===== src/rtl/demux_pkg.sv =====
// Shared definitions for the demux_stream block: FSM state encoding,
// the drop counter width, and a saturating increment helper.
package demux_pkg;

    // Packet-level routing state.
    typedef enum logic [1:0] {
        IDLE  = 2'd0,
        ROUTE = 2'd1,
        DROP  = 2'd2
    } demux_state_e;

    // Width of the dropped-packet counter.
    localparam int DROP_CNT_W = 8;

    // Increment that sticks at the all-ones value instead of wrapping.
    function automatic logic [DROP_CNT_W-1:0] sat_inc(input logic [DROP_CNT_W-1:0] value);
        return (&value) ? value : value + DROP_CNT_W'(1);
    endfunction

endpackage


===== src/rtl/demux_out_reg.sv =====
// Single output register stage shared by all channels of demux_stream.
// Holds one beat (data, last), its valid bit and the one-hot channel it
// is presented on. A new beat may load in the same cycle the held beat
// drains, which gives one beat per cycle while the consumer is ready.
module demux_out_reg
    import demux_pkg::*;
#(
    parameter int OUTS = 5,
    parameter int DW   = 8
) (
    input  logic            clk,
    input  logic            reset,
    input  logic            load,
    input  logic [DW-1:0]   load_data,
    input  logic            load_last,
    input  logic [OUTS-1:0] load_dest,
    input  logic [OUTS-1:0] out_ready,
    output logic [DW-1:0]   out_data,
    output logic            out_last,
    output logic [OUTS-1:0] out_valid,
    output logic            full,
    output logic            drain
);

    logic            valid_q;
    logic [OUTS-1:0] dest_q;

    // Present the held beat only on its own channel; detect the handshake.
    always_comb begin
        out_valid = valid_q ? dest_q : '0;
        full      = valid_q;
        drain     = valid_q && |(dest_q & out_ready);
    end

    // Load a new beat, or clear valid once the held beat has been taken.
    // NOTE: the payload is reset along with the control bits because
    // out_data/out_last are observable right after reset and must read 0.
    always_ff @(posedge clk or posedge reset) begin
        if (reset) begin
            valid_q  <= 1'b0;
            dest_q   <= '0;
            out_data <= '0;
            out_last <= 1'b0;
        end else if (load) begin
            valid_q  <= 1'b1;
            dest_q   <= load_dest;
            out_data <= load_data;
            out_last <= load_last;
        end else if (drain) begin
            valid_q  <= 1'b0;
        end
    end

endmodule


===== src/rtl/demux_stream.sv =====
// Packet stream demultiplexer: the first beat of each packet selects one of
// OUTS output channels via sel; the rest of the packet follows that channel
// regardless of later sel values. Packets addressed to a non-existent
// channel (sel >= OUTS) are accepted and silently discarded.
// Optional error reporting (drop_err pulse, saturating drop_cnt) is enabled
// by defining DEMUX_STREAM_ERR_EN.
module demux_stream
    import demux_pkg::*;
#(
    parameter int OUTS = 5,
    parameter int DW   = 8
) (
    input  logic                     clk,
    input  logic                     reset,
    input  logic [DW-1:0]            in_data,
    input  logic                     in_valid,
    input  logic                     in_last,
    input  logic [$clog2(OUTS)-1:0]  sel,
    output logic                     in_ready,
    output logic [DW-1:0]            out_data,
    output logic                     out_last,
    output logic [OUTS-1:0]          out_valid,
    input  logic [OUTS-1:0]          out_ready
`ifdef DEMUX_STREAM_ERR_EN
    ,
    output logic                     drop_err,
    output logic [DROP_CNT_W-1:0]    drop_cnt
`endif
);

    localparam int SW = $clog2(OUTS);

    demux_state_e    state;
    logic [SW-1:0]   dest;
    logic            run;

    logic            first_beat;
    logic            sel_drop;
    logic            drop_beat;
    logic            accept;
    logic            load;
    logic [SW-1:0]   route_sel;
    logic [OUTS-1:0] route_onehot;
    logic            out_full;
    logic            out_drain;

    // Handshake and routing decisions for the beat on the input this cycle.
    // NOTE: every signal here is assigned before any branch can skip it, so
    // the block stays purely combinational and no latch is inferred.
    always_comb begin
        first_beat = (state == IDLE);
        sel_drop   = (32'(sel) >= 32'(OUTS));
        drop_beat  = (state == DROP) || (first_beat && sel_drop);
        route_sel  = first_beat ? sel : dest;
        // Dropped beats never touch the output register, so they are always
        // accepted; routed beats need the register empty or draining.
        in_ready   = run && (drop_beat || !out_full || out_drain);
        accept     = in_valid && in_ready;
        load       = accept && !drop_beat;
    end

    // One-hot form of the channel the current beat is routed to.
    always_comb begin
        route_onehot = '0;
        for (int k = 0; k < OUTS; k++) begin
            route_onehot[k] = (int'(route_sel) == k);
        end
    end

    // Holds in_ready low during reset and raises it from the first clock edge.
    always_ff @(posedge clk or posedge reset) begin
        if (reset) begin
            run <= 1'b0;
        end else begin
            run <= 1'b1;
        end
    end

    // Packet FSM: latch the destination on the first beat, track the packet
    // until its last beat. A reset mid-packet returns to IDLE, discarding it.
    // NOTE: state registers use non-blocking assignments so every flop
    // samples the pre-edge values, independent of statement order.
    always_ff @(posedge clk or posedge reset) begin
        if (reset) begin
            state <= IDLE;
            dest  <= '0;
        end else if (accept) begin
            case (state)
                IDLE: begin
                    dest <= sel;
                    if (!in_last) begin
                        state <= sel_drop ? DROP : ROUTE;
                    end
                end
                ROUTE, DROP: begin
                    if (in_last) begin
                        state <= IDLE;
                    end
                end
                default: state <= IDLE;
            endcase
        end
    end

    demux_out_reg #(
        .OUTS (OUTS),
        .DW   (DW)
    ) u_out_reg (
        .clk       (clk),
        .reset     (reset),
        .load      (load),
        .load_data (in_data),
        .load_last (in_last),
        .load_dest (route_onehot),
        .out_ready (out_ready),
        .out_data  (out_data),
        .out_last  (out_last),
        .out_valid (out_valid),
        .full      (out_full),
        .drain     (out_drain)
    );

`ifdef DEMUX_STREAM_ERR_EN
    // Pulse on every accepted first beat of a dropped packet and count them.
    always_ff @(posedge clk or posedge reset) begin
        if (reset) begin
            drop_err <= 1'b0;
            drop_cnt <= '0;
        end else begin
            drop_err <= accept && first_beat && sel_drop;
            if (accept && first_beat && sel_drop) begin
                drop_cnt <= sat_inc(drop_cnt);
            end
        end
    end
`endif

endmodule


===== config.mk =====
export PLATFORM = sky130hd
export DESIGN_NAME = demux_stream
export DESIGN_NICKNAME = d
export VERILOG_FILES = /design/src/rtl/demux_pkg.sv /design/src/rtl/demux_out_reg.sv /design/src/rtl/demux_stream.sv
export SDC_FILE = /design/constraint.sdc
export NUM_CORES = 1
export LEC_CHECK = 0
export BUFFER_PORTS_ARGS = -buffer_cell sky130_fd_sc_hd__buf_4
export CORE_MARGIN = 2
export CORE_UTILIZATION = 23
export CTS_BUF_LIST = sky130_fd_sc_hd__clkbuf_8
export DETAILED_ROUTE_END_ITERATION = 10
export SLEW_MARGIN = 10
export SYNTH_ARGS = -nofsm -noshare
export SYNTH_HDL_FRONTEND = slang
export SYNTH_SLANG_ARGS = --single-unit

===== constraint.sdc =====
create_clock -name clk -period 6.2 [get_ports clk]
set_clock_uncertainty 0.2 [all_clocks]
set_input_delay 0.31 -clock clk [delete_from_list [all_inputs] [get_ports clk]]
set_output_delay 0.31 -clock clk [all_outputs]
set_load 0.1 [all_outputs]

==> flow_summary.toml, run 1 <==
[yosys]
synth_warnings = 0
avgSynthCellArea_sq_um = 11.9
syn-instance-count = 94
synth_edf_count = 0
yosys.cell_types.count = 32
synthTopCellsByArea = "dfrtp_1, mux2_4, mux2_2"
synth-async-reset-ratio_pct = 100
ys_seq_area_share_pct = 47.1
synth_nets = 116
synth_top_area_share_pct = 47.1
syn_area_sq_um = 1120
synth.most_common_cell = "dfrtp_1"
synth.largest_area_cell = "dfrtp_1"
ys_dominant_reg_cell = "dfrtp_1"
ys_ff_latch = 21
yosys-top-cells-count = "dfrtp_1, mux2_4, mux2_2, nor2_1, inv_1"

[critical_path]
critical_path_class = "reg -> reg"
crit_required_ns = 6.15
setup.worst_path.start_class = "register"
setup.worst_path.end_class = "register"
worstPathArrival_ns = 2.65
crit_path_max_fanout = 15

[clocking]
postCtsHoldBufs = 0
max-clock-path-buffers = 2
cts.reportedPaths.clkPinSlew_ns = 0.07
cts_tree = "yes"
cts_buffers = 3
htree_levels = 1
ctsRootBufferMaster = "clkbuf_8"
postCtsResizedCells = 0
clk_latency_ns = 0.26
postCtsSetupRepairBufs = 0
cts_sinks = 21

[sta]
slew_headroom_pct = 48.5
finalSetupTns_ns = 0
setup_violations = 0
finalHoldViolCount = 19
finalCritPeriodShare_pct = 43.6
fmax_mhz = 370
hold_slack_ns = -0.00703
worst_pin_slew_ns = 0.771
rsz0062_at_grt = "false"
layout_min_cycle_time_ns = 2.70
drv_slew = 0

[place]
gp_congestion = 0.895
port-buffer-count = 34
place_hpwl_mm = 1.90

[drt]
dr.pass1.iters = 4
ant_nets = 0
drc = 0
wl_per_cell_um = 12.9
viasPerCell = 4.57
num_vias = 831
wl_mm = 2.34
drt_iter0_markers = 8

[layout]
seqCellArea_sq_um = 526
multi_input_area_sq_um = 518
antennaDiodeCount = 0
drive_gt1_share_pct = 46.1
fin_nets = 151
fillCellCount = 497
areaGrowthSynthToFinish_pct = 28.9

[floorplanning]
io_pins = 35
die_w_um = 73.7
die-area_sq_um = 5430
start_util_pct = 23.8
core_sq_um = 4690
rows = 25
die_h_um = 73.7

[job]
cap_viol_max_count = 0

[global_route]
grt_pass1_vias = 907
grt_max_degree = 22
grt_overflow = 0
antenna_found_initial = 0
track_usage_pct = 9.76
grt_pass1_wl_mm = 4.04

[status]
violations = "negative hold slack"
status = "finished, violations left"

[hold_path]
min_path_type = "in -> async"
## logic make-up after synthesis
family	after synthesis	share of synthesized area, %
AND/OR/NAND/NOR	24	11.7
flip-flops	21	47.1
multiplexers	19	22.0
AO/OA/AOI/OAI	16	10.2
buffers and inverters	11	6.50
adder cells (fa/ha/maj)	2	2.24
other	1	0.336
## stage by stage
stage               util (%)  cell area [sq um]  setup WS (ns)  instances  hold slack (ns)
finish                  30.7               1440           3.50        182         -0.00703
global route            30.7               1440           3.29        182           0.0697
CTS                     30.7               1440           3.48        182           0.0253
detailed placement      29.7               1390           3.49        178            0.298
global placement        29.7               1390           3.62        178            0.294
floorplan                  -               1120           2.57         94           0.0865
## worst max-delay path: stages (launching register included)
cell      delay [ns]
dfrtp_1         0.40
inv_1           0.09
ha_1            0.38
o211ai_1        0.18
and2b_2         0.27
or3b_1          0.66
mux2_2          0.41
## sequential cells by signal (all words and copies together), names as in the netlist
register            count
u_out_reg.out_data      8
u_out_reg.full          1
run                     1
u_out_reg.out_last      1
u_out_reg.dest_q        5
dest                    3
state                   2
## layer usage
layer	vias to the layer above	part of all wire, %	wire (um)	track usage, %
li1	397	-	-	-
met1	409	40	947	10.7
met2	19	53	1250	17.6
met3	6	3.9	92	1.65
met4	0	2.4	56	5.66
met5	-	0	0	0
## layout make-up
| cell class | instances | share of cell area (%) |
|---|---|---|
| inverter | 7 | 1.83 |
| tap | 54 | 4.70 |
| timing repair buffer | 34 | 17.7 |
| clock inverter | 1 | 0.348 |
| clock buffer | 3 | 2.87 |
| sequential | 21 | 36.5 |
| multi-input combinational | 62 | 36.0 |
## cells in the final DEF, fill, tap and decap left out
| master | instances |
|---|---|
| a32oi_1 | 1 |
| inv_1 | 7 |
| a21boi_0 | 1 |
| a211oi_1 | 1 |
| or2b_2 | 1 |
| a211o_2 | 1 |
| o221ai_1 | 1 |
| clkbuf_8 | 3 |
| conb_1 | 1 |
| dfrtp_1 | 21 |
| a22oi_1 | 2 |
| nand4_1 | 1 |
| mux2i_1 | 2 |
| and2_2 | 1 |
| clkinv_2 | 1 |
| mux2_4 | 9 |
| nor2_1 | 8 |
| o21ai_0 | 2 |
| o32a_1 | 1 |
| mux2_2 | 8 |
| ha_1 | 2 |
| nor3_1 | 1 |
| a221oi_1 | 1 |
| buf_4 | 34 |
| nand2_1 | 4 |
| and4_1 | 1 |
| nor4_1 | 1 |
| o211ai_1 | 1 |
| and2b_2 | 1 |
| or3b_1 | 1 |
| and2_1 | 4 |
| a21oi_1 | 4 |
## path summary, 6_finish.rpt
check | cells after the start | end | slack [ns] | start
setup / recovery | 6 | u_out_reg.out_data[5] | 3.50 | state[1]
hold / removal | 2 | u_out_reg.out_data[2] | -0.007 | reset
setup reg to reg | 6 | u_out_reg.out_data[5] | 3.50 | state[1]
hold reg to reg | 1 | u_out_reg.out_data[2] | 0.31 | u_out_reg.out_data[2]
max in group asynchronous | 2 | dest[1] | 5.32 | reset
min in group clk | 2 | u_out_reg.out_data[7] | 0.08 | in_data[7]
Power of run 1 is not shown: default switching activity piles up to over one toggle a cycle in this logic, so the estimate is an artifact.
==> run 2: changes to the inputs <==
==> constraint.sdc (replaced) <==
create_clock -name clk -period 2.3 [get_ports clk]
set_clock_uncertainty 0.2 [all_clocks]
set_input_delay 0.115 -clock clk [delete_from_list [all_inputs] [get_ports clk]]
set_output_delay 0.115 -clock clk [all_outputs]
set_load 0.1 [all_outputs]
==> run 2 against run 1 <==
Compared with the run above: critical path depth is 1 higher; setup slack worse by 3.4 ns; count of clock-buffer cells in the layout stayed put; the run now ends clean; critical path type is now in -> reg; highest routed layer unchanged; non-clock buffer count is 15 higher.
==> flow_summary.toml, run 2 (same netlist as run 1, synthesis figures left out) <==
[layout]
regMostFlops = "u_out_reg.out_data"
mostFrequentLayoutCells = "buf_4, dfrtp_1, dlygate4sd3_1, mux2_4"
instances_no_fill = 197
fillCellCount = 486
areaGrowthSynthToFinish_pct = 41.9
multi_input_area_sq_um = 522
largest_register_ffs = 8
reg_top3 = "u_out_reg.out_data: 8 flops, u_out_reg.dest_q: 5 flops, dest: 3 flops"
fin_nets = 166
seqCellArea_sq_um = 526
antennaDiodeCount = 0
final_common_cell = "buf_4"
drive_gt1_share_pct = 43.4

[critical_path]
setup.worst_path.start_class = "primary input"
critical_path_class = "in -> reg"
setup.worst_path.end_class = "register"
crit_path_max_fanout = 9
worstPathArrival_ns = 2.14
crit_required_ns = 2.25

[sta]
finalHoldViolCount = 0
layout_min_cycle_time_ns = 2.19
finalCritPeriodShare_pct = 95.3
drv_slew = 0
rsz0062_at_grt = "false"
slew_headroom_pct = 48.4
setup_violations = 0
finalSetupTns_ns = 0
worst_pin_slew_ns = 0.773
worst_slack_ns = 0.107
fmax_mhz = 456

[job]
cap_viol_max_count = 0

[global_route]
grt_max_degree = 22
track_usage_pct = 10.2
grt_overflow = 0
grt_pass1_wl_mm = 4.22
antenna_found_initial = 0
grt_pass1_vias = 909

[drt]
drt_iter0_markers = 53
wl_per_cell_um = 12.3
num_vias = 892
drc = 0
dr.pass1.iters = 4
wl_mm = 2.43
viasPerCell = 4.53
ant_nets = 0

[place]
dp_cells = 181
port-buffer-count = 34
gp_congestion = 0.960
dp_worst_setup_slack_ns = 0.133
place_hpwl_mm = 1.88

[clocking]
cts.reportedPaths.clkPinSlew_ns = 0.08
cts_buffers = 3
cts_sinks = 21
htree_levels = 1
cts_tree = "yes"
ctsRootBufferMaster = "clkbuf_8"
clk_latency_ns = 0.26
postCtsResizedCells = 0
max-clock-path-buffers = 2

[hold_path]
min_path_type = "in -> reg"

[floorplanning]
die-area_sq_um = 5430
rows = 25
io_pins = 35
die_h_um = 73.7
start_util_pct = 23.8
core_sq_um = 4690
die_w_um = 73.7

[status]
status = "finished clean"
## run 2: area by class of cell
class	instances	area share, %
Clock buffer	3	2.61
Clock inverter	1	0.237
Inverter	7	1.66
Multi-Input combinational cell	62	32.9
Sequential cell	21	33.2
Tap cell	54	4.27
Timing Repair Buffer	49	25.1
## run 2: layer usage
layer / vias to the layer above / routed length, um / track usage [%]
li1: 431 / - / -
met1: 432 / 1110 / 12.8
met2: 25 / 1180 / 16.4
met3: 4 / 100 / 2.19
met4: 0 / 38 / 5.25
met5: - / 0 / 0
## run 2: worst max-delay path, stage by stage
cell and delay, ns:
dlygate4sd3_1 0.54, buf_4 0.15, o211ai_1 0.21, and2b_2 0.24
or3b_1 0.37, buf_4 0.20, mux2_4 0.31
## run 2: timing repair
action | 4_1_cts | 5_1_grt
endpoints found under the hold margin | 32 | 0
hold buffers | 12 | 0
setup buffers | 0 | 0
## run 2: metrics by stage
stage	cell area, sq um	hold slack (ns)	util (%)
floorplan	1120	-0.108	-
global placement	1420	0.0979	30.2
detailed placement	1420	0.114	30.2
CTS	1580	0.102	33.8
global route	1580	0.137	33.8
finish	1580	0.109	33.8
## run 2: path summary, 6_finish.rpt
check,startpoint,end,slack (ns),cells past startpoint
max,sel[1],u_out_reg.out_data[1],0.11,7
max in group asynchronous,reset,u_out_reg.out_data[6],1.05,3
max reg2reg,state[1],u_out_reg.out_data[1],0.12,7
min in group asynchronous,reset,state[0],0.36,3
min reg2reg,u_out_reg.out_data[4],u_out_reg.out_data[4],0.31,1
min,in_valid,state[0],0.11,4
Power of run 2 is left out for the same reason.
